===== src/rtl/frame_pkg.sv =====
// Shared constants for the photo-frame design: top-level FSM state codes
// and the default geometry of the frame buffer and its write path.
package frame_pkg;

    // Top-level FSM state codes as seen on i_state
    localparam logic [7:0] ST_IDLE = 8'h01;
    localparam logic [7:0] ST_RX   = 8'h02;

    // Default geometry: RGB444 pixels, 15-bit SPRAM address, 160x120 frame
    localparam int DEF_DW           = 12;
    localparam int DEF_AW           = 15;
    localparam int DEF_FRAME_PIXELS = 19200;
    localparam int DEF_FIFO_DEPTH   = 4;

endpackage


===== src/rtl/frame_wr_fifo.sv =====
// Small synchronous write buffer between the pixel receiver and the SPRAM
// arbiter. Pointers carry an extra wrap bit so that full and empty can be
// told apart without a separate occupancy counter. A flush empties the
// buffer and wins over a push or pop issued in the same cycle.
module frame_wr_fifo #(
    parameter int DW         = 12,
    parameter int FIFO_DEPTH = 4
) (
    input  logic          clk,
    input  logic          rst_n,
    input  logic          push,
    input  logic          pop,
    input  logic          flush,
    input  logic [DW-1:0] push_data,
    output logic          full,
    output logic          empty,
    output logic [DW-1:0] head_data
);

    localparam int PW = $clog2(FIFO_DEPTH);

    logic [PW:0]   wr_ptr_r;
    logic [PW:0]   rd_ptr_r;
    logic [DW-1:0] mem_r [FIFO_DEPTH];
    logic          full_s;
    logic          empty_s;
    logic          do_push_s;
    logic          do_pop_s;

    // Full/empty from pointer comparison; qualified push/pop
    always_comb begin
        empty_s   = (wr_ptr_r == rd_ptr_r);
        full_s    = (wr_ptr_r[PW] != rd_ptr_r[PW]) &&
                    (wr_ptr_r[PW-1:0] == rd_ptr_r[PW-1:0]);
        do_pop_s  = pop && !empty_s && !flush;
        do_push_s = push && (!full_s || do_pop_s) && !flush;
    end

    // Read/write pointers with flush back to the empty state
    always_ff @(posedge clk or negedge rst_n) begin
        if (!rst_n) begin
            wr_ptr_r <= '0;
            rd_ptr_r <= '0;
        end else if (flush) begin
            wr_ptr_r <= '0;
            rd_ptr_r <= '0;
        end else begin
            if (do_push_s) begin
                wr_ptr_r <= wr_ptr_r + {{PW{1'b0}}, 1'b1};
            end
            if (do_pop_s) begin
                rd_ptr_r <= rd_ptr_r + {{PW{1'b0}}, 1'b1};
            end
        end
    end

    // Storage array, cleared on reset so the head never presents X
    always_ff @(posedge clk or negedge rst_n) begin
        if (!rst_n) begin
            for (int i = 0; i < FIFO_DEPTH; i++) begin
                mem_r[i] <= '0;
            end
        end else if (do_push_s) begin
            mem_r[wr_ptr_r[PW-1:0]] <= push_data;
        end
    end

    assign full      = full_s;
    assign empty     = empty_s;
    assign head_data = mem_r[rd_ptr_r[PW-1:0]];

endmodule


===== src/rtl/spram_frame_wr_arb.sv =====
// Frame-buffer write path with display-read arbitration for a single-port
// SPRAM. Received pixels are buffered and written to sequential addresses
// in cycles where the display does not read. The SPRAM port is registered,
// so a decision made in cycle N drives the SPRAM in cycle N+1, and read
// data returns to the display two cycles after the request.
module spram_frame_wr_arb
    import frame_pkg::*;
#(
    parameter int         DW           = DEF_DW,
    parameter int         AW           = DEF_AW,
    parameter int         FRAME_PIXELS = DEF_FRAME_PIXELS,
    parameter int         FIFO_DEPTH   = DEF_FIFO_DEPTH,
    parameter logic [7:0] WR_STATE     = ST_RX
) (
    input  logic          i_clk_sys,
    input  logic          i_rst_n,
    input  logic [7:0]    i_state,
    input  logic          i_rx_valid,
    input  logic [DW-1:0] i_rx_data,
    input  logic          i_frame_start,
    input  logic          i_rd_req,
    input  logic [AW-1:0] i_rd_addr,
    output logic          o_rd_valid,
    output logic [DW-1:0] o_rd_data,
    output logic [AW-1:0] o_spram_addr,
    output logic [DW-1:0] o_spram_wr_data,
    output logic          o_spram_wre,
    input  logic [DW-1:0] i_spram_rd_data,
    output logic [AW-1:0] o_wr_addr,
    output logic          o_frame_done,
    output logic          o_fifo_full,
    output logic          o_overflow
);

    localparam logic [AW-1:0] LAST_ADDR = AW'(FRAME_PIXELS - 1);

    logic          capture_s;
    logic          pop_s;
    logic          push_s;
    logic          drop_s;
    logic          fifo_full_s;
    logic          fifo_empty_s;
    logic [DW-1:0] fifo_head_s;
    logic [AW-1:0] wr_addr_r;
    logic [AW-1:0] spram_addr_r;
    logic [DW-1:0] spram_wr_data_r;
    logic          spram_wre_r;
    logic          frame_done_r;
    logic          overflow_r;
    logic          rd_pend_r;
    logic          rd_valid_r;

    // Arbitration: display reads first, then drain the buffer; a frame
    // restart suppresses the write so flushed data never reaches the SPRAM
    always_comb begin
        capture_s = i_rx_valid && (i_state == WR_STATE) && !i_frame_start;
        if (i_rd_req) begin
            pop_s = 1'b0;
        end else if (!fifo_empty_s && !i_frame_start) begin
            pop_s = 1'b1;
        end else begin
            pop_s = 1'b0;
        end
        push_s = capture_s && (!fifo_full_s || pop_s);
        drop_s = capture_s && fifo_full_s && !pop_s;
    end

    frame_wr_fifo #(
        .DW         (DW),
        .FIFO_DEPTH (FIFO_DEPTH)
    ) u_fifo (
        .clk       (i_clk_sys),
        .rst_n     (i_rst_n),
        .push      (push_s),
        .pop       (pop_s),
        .flush     (i_frame_start),
        .push_data (i_rx_data),
        .full      (fifo_full_s),
        .empty     (fifo_empty_s),
        .head_data (fifo_head_s)
    );

    // Registered SPRAM port; address and data hold when the port is idle
    always_ff @(posedge i_clk_sys or negedge i_rst_n) begin
        if (!i_rst_n) begin
            spram_addr_r    <= '0;
            spram_wr_data_r <= '0;
            spram_wre_r     <= 1'b0;
            frame_done_r    <= 1'b0;
        end else if (i_rd_req) begin
            spram_addr_r <= i_rd_addr;
            spram_wre_r  <= 1'b0;
            frame_done_r <= 1'b0;
        end else if (pop_s) begin
            spram_addr_r    <= wr_addr_r;
            spram_wr_data_r <= fifo_head_s;
            spram_wre_r     <= 1'b1;
            frame_done_r    <= (wr_addr_r == LAST_ADDR);
        end else begin
            spram_wre_r  <= 1'b0;
            frame_done_r <= 1'b0;
        end
    end

    // Frame write address: advances per written pixel, wraps at frame end
    always_ff @(posedge i_clk_sys or negedge i_rst_n) begin
        if (!i_rst_n) begin
            wr_addr_r <= '0;
        end else if (i_frame_start) begin
            wr_addr_r <= '0;
        end else if (pop_s) begin
            wr_addr_r <= (wr_addr_r == LAST_ADDR) ? '0 : wr_addr_r + AW'(1);
        end else begin
            wr_addr_r <= wr_addr_r;
        end
    end

    // Sticky dropped-pixel flag, cleared when a new frame starts
    always_ff @(posedge i_clk_sys or negedge i_rst_n) begin
        if (!i_rst_n) begin
            overflow_r <= 1'b0;
        end else if (i_frame_start) begin
            overflow_r <= 1'b0;
        end else if (drop_s) begin
            overflow_r <= 1'b1;
        end else begin
            overflow_r <= overflow_r;
        end
    end

    // Read-return pipeline: port register stage, then SPRAM latency
    always_ff @(posedge i_clk_sys or negedge i_rst_n) begin
        if (!i_rst_n) begin
            rd_pend_r  <= 1'b0;
            rd_valid_r <= 1'b0;
        end else begin
            rd_pend_r  <= i_rd_req;
            rd_valid_r <= rd_pend_r;
        end
    end

    assign o_spram_addr    = spram_addr_r;
    assign o_spram_wr_data = spram_wr_data_r;
    assign o_spram_wre     = spram_wre_r;
    assign o_frame_done    = frame_done_r;
    assign o_wr_addr       = wr_addr_r;
    assign o_overflow      = overflow_r;
    assign o_fifo_full     = fifo_full_s;
    assign o_rd_valid      = rd_valid_r;
    // SPRAM data is only meaningful in the cycle the read returns
    assign o_rd_data       = rd_valid_r ? i_spram_rd_data : '0;

endmodule


===== config.mk =====
export PLATFORM = sky130hd
export DESIGN_NAME = spram_frame_wr_arb
export DESIGN_NICKNAME = d
export VERILOG_FILES = /design/src/rtl/frame_pkg.sv /design/src/rtl/frame_wr_fifo.sv /design/src/rtl/spram_frame_wr_arb.sv
export SDC_FILE = /design/constraint.sdc
export NUM_CORES = 1
export LEC_CHECK = 0
export ABC_AREA = 1
export CAP_MARGIN = 40
export CORE_UTILIZATION = 51
export CTS_CLUSTER_SIZE = 20
export DETAILED_ROUTE_END_ITERATION = 16
export GPL_TIMING_DRIVEN = 0
export PLACE_DENSITY = 0.84
export SLEW_MARGIN = 30
export SYNTH_ARGS = -nofsm -noshare
export SYNTH_HDL_FRONTEND = slang
export SYNTH_SLANG_ARGS = --single-unit
export TNS_END_PERCENT = 5

===== constraint.sdc =====
create_clock -name i_clk_sys -period 2.79 [get_ports i_clk_sys]
set_clock_uncertainty 0.05 [all_clocks]
set_input_delay 0.558 -clock i_clk_sys [delete_from_list [all_inputs] [get_ports i_clk_sys]]
set_output_delay 0.558 -clock i_clk_sys [all_outputs]
set_load 0.03 [all_outputs]

==> impl_metrics.env <==
export IMPL_outcome="finished clean"
export IMPL_p_seq_share_pct=52.2
export IMPL_synth_commonest_cells="243 x nand2_1, 101 x dfrtp_1, 62 x nor2_1"
export IMPL_die_x_microns=102
export IMPL_vias=5139
export IMPL_r2r_setup_slack_ns=0.80
export IMPL_relSlewSlack_pct=59.5
export IMPL_synth_compound_area_share_pct=4.74
export IMPL_rr_worst_depth=7
export IMPL_first_global_vias=4966
export IMPL_cellPowerDensity_nw_per_um2=441
export IMPL_yosys_area_share_simple_pct=34.9
export IMPL_ioPinCount=111
export IMPL_reg2reg_to="o_spram_wr_data[5]"
export IMPL_design_die_area_sq_um=10500
export IMPL_grt_pass1_wl_microns=24200
export IMPL_synth_distinct_cells=34
export IMPL_hold_viol_final=0
export IMPL_cts_tree="built"
export IMPL_routed_wirelength_microns=15000
export IMPL_rsz0062_at_grt="no"
export IMPL_p_comb_share_pct=13.3
export IMPL_n_antenna_cell=0
export IMPL_synth_top_area_cell="dfrtp_1"
export IMPL_grt_overflow_total=0
export IMPL_viasPerCell=5.68
export IMPL_p_leak_nw=3.35
export IMPL_synthArstFlopShare_pct=100
export IMPL_crit_reg2reg_launch="u_fifo.rd_ptr_r[0]"
export IMPL_syn_num_nets=706
export IMPL_switchingPower_mw=0.759
export IMPL_dp_cells=891
export IMPL_cts_buffers=9
export IMPL_yosysMostFrequentCell="nand2_1"
export IMPL_min_path_type="input port to async pin"
export IMPL_cp_data_arrival_time_ns=1.94
export IMPL_post_dp_hpwl_microns=10800
export IMPL_slew_viol_final=0
export IMPL_synthTopCellsByArea="dfrtp_1 49%, nand2_1 18%, nand4_1 6.0%"
export IMPL_cts_setup_buffers=0
export IMPL_synth_edf_count=0
export IMPL_final_util_pct=67.9
export IMPL_numPortBuffers=109
export IMPL_fin_nets=827
export IMPL_period_share_pct=91.2
export IMPL_gp_congestion=0.980
export IMPL_drtPass1Iterations=5
export IMPL_cp_cell_sequence="clkbuf_1, nand2_1, inv_1, clkdlybuf4s50_1"
export IMPL_cts_max_level=3
export IMPL_crit_fanout=10
export IMPL_synth_xor_area_share_pct=3.01
export IMPL_area_growth_syn_to_layout_pct=29.0
export IMPL_grt_usage_pct=30.4
export IMPL_drtIter0Drc=425
export IMPL_synth_top_flop_cell="dfrtp_1"
export IMPL_cts_sinks=101
export IMPL_intPower_mw=2.17
export IMPL_synth_top_area_share_pct=49.1
export IMPL_drive_gt1_share_pct=6.99
export IMPL_clkTransAtPathRegs_ns=0.10
export IMPL_clk_latency_ns=0.38
export IMPL_coreArea_sq_um=9770
export IMPL_syn_area_per_cell_sq_um=7.94
export IMPL_fmax_mhz=393
export IMPL_ir_drop_mv=0.227
export IMPL_cp_slowest_cell="clkdlybuf4s50_1"
export IMPL_die_h_microns=102
export IMPL_clk_path_buf_depth=2
export IMPL_yosysSeqAreaShare_pct=49.1
export IMPL_nFillCells=783
export IMPL_crit_path_end_kind="primary output"
export IMPL_ant_nets=0
export IMPL_drc=0
export IMPL_syn_inst=648
export IMPL_post_route_min_period_ns=2.54
export IMPL_grt_max_degree=59
export IMPL_netlist_area_sq_um=5150
export IMPL_instances_no_fill=905
export IMPL_swShare_pct=25.9
export IMPL_pwr_share_clk_pct=34.6
export IMPL_cp_start_kind="flip-flop"
export IMPL_worst_pin_slew_ns=0.607
export IMPL_wl_per_cell_microns=16.5
export IMPL_synth_top_family_by_area="simple AND/OR/NAND/NOR gates"
export IMPL_start_util_pct=52.6
export IMPL_finalPower_mw=2.93
export IMPL_fp_row_count=36
export IMPL_critPathRequiredTime_ns=2.18
export IMPL_antenna_found_initial=0
export IMPL_synth_warning_count=0
export IMPL_maxCapViolCount=0
export IMPL_synthAdderAreaFrac_pct=1.46
export IMPL_synth_mux_area_share_pct=0.195
export IMPL_crit_type="flip-flop to primary output"
export IMPL_root_buffer="clkbuf_8"
export IMPL_ys_ff_latch=101
export IMPL_slowest_delay_ns=0.67
export IMPL_setup_violations=0
[worst max-delay path by stage]
stage	start	endpoint	slack [ns]	depth (start not counted)
floorplan	u_fifo.rd_ptr_r[1]	o_fifo_full	0.72	3
global placement	i_rst_n	u_fifo.mem_r[17]	-2.49	1
detailed placement	i_spram_rd_data[7]	o_rd_data[7]	0.34	4
CTS	u_fifo.rd_ptr_r[1]	o_fifo_full	0.06	4
global route	o_rd_valid	o_rd_data[10]	0.11	4
finish	o_rd_valid	o_rd_data[7]	0.25	4
[stage by stage]
step | area (sq um) | setup slack (ns) | hold WS (ns) | TNS, ns
after CTS | 6640 | 0.0628 | 0.0488 | 0
after global routing | 6640 | 0.112 | 0.0575 | 0
final | 6640 | 0.247 | 0.0303 | 0
after global placement | 6400 | -2.49 | 0.284 | -250.62
after detailed placement | 6430 | 0.337 | 0.296 | 0
after floorplan | 5150 | 0.722 | 0.212 | 0
[sequential cells by signal, indices dropped and copies added (netlist names)]
register         flops
o_spram_addr        15
u_fifo.rd_ptr_r      3
o_frame_done         1
o_spram_wr_data     12
u_fifo.wr_ptr_r      3
o_rd_valid           1
o_wr_addr           15
u_fifo.mem_r        48
rd_pend_r            1
o_spram_wre          1
o_overflow           1
[per-layer routing]
metal / GRT usage, % / part of all wire, % / up-vias
met3: 5.81 / 11 / 46
met5: 0 / 0 / -
li1: - / - / 2359
met1: 38.9 / 38 / 2422
met4: 12.7 / 2.5 / 0
met2: 50.5 / 49 / 312
[power groups by stage]
stage	registers, mW	clock network (mW)	logic, mW
floorplan	1.62	0	0.0929
global placement	1.55	0	0.376
detailed placement	1.56	0	0.389
CTS	1.53	0.999	0.391
global route	1.53	1.07	0.418
finish	1.53	1.01	0.389
[cell families (layout without fill, tap and decap cells)]
kind of cell             Yosys count  after routing
buffers and inverters             75            199
multiplexers                       1              1
AO/OA/AOI/OAI                     36             36
flip-flops                       101            101
XOR/XNOR                          16             16
AND/OR/NAND/NOR                  413            413
adder cells (fa/ha/maj)            6              6
[placed cells by master (no fill, tap or decap), types with 2 or more instances in the layout]
master / Yosys / final
nand3b_1: 2 / 2
xnor2_1: 3 / 3
nand4_1: 49 / 49
inv_1: 33 / 33
clkdlybuf4s50_1: 0 / 107
ha_1: 6 / 6
buf_6: 3 / 4
dfrtp_1: 101 / 101
nor2_4: 2 / 2
nand2_2: 3 / 3
nand2_1: 243 / 243
nand3_1: 43 / 43
buf_1: 4 / 4
o21ai_0: 20 / 20
buf_2: 17 / 17
o32ai_1: 12 / 12
nor2_1: 62 / 62
nor3_1: 5 / 5
clkinvlp_4: 0 / 2
clkbuf_8: 0 / 9
xor2_2: 2 / 2
clkbuf_1: 11 / 12
xor2_1: 11 / 11
bufinv_16: 0 / 2
buf_4: 3 / 3
[what timing repair did]
action | 4_1_cts | 5_1_grt
gates resized for setup | 0 | 1
endpoints found under the setup margin | 0 | 1
hold buffers | 0 | 0
[final cells by class]
| type | count | area [sq um] | share of cell area (%) |
|---|---|---|---|
| sequential | 101 | 2530 | 38.1 |
| multi-input combinational | 472 | 2280 | 34.3 |
| buffer | 38 | 198 | 2.98 |
| timing repair buffer | 110 | 1120 | 16.9 |
| clock buffer | 10 | 128 | 1.92 |
| tap | 133 | 166 | 2.51 |
| inverter | 37 | 143 | 2.15 |
| clock inverter | 4 | 75.1 | 1.13 |
[critical path, delay by kind of cell (launching register included)]
kind	cells	cell delay [ns]
buffers and inverters	3	1.06
AND/OR/NAND/NOR	1	0.10
flip-flops	1	0.39
Note: power is estimated with default switching activity, not from simulation.
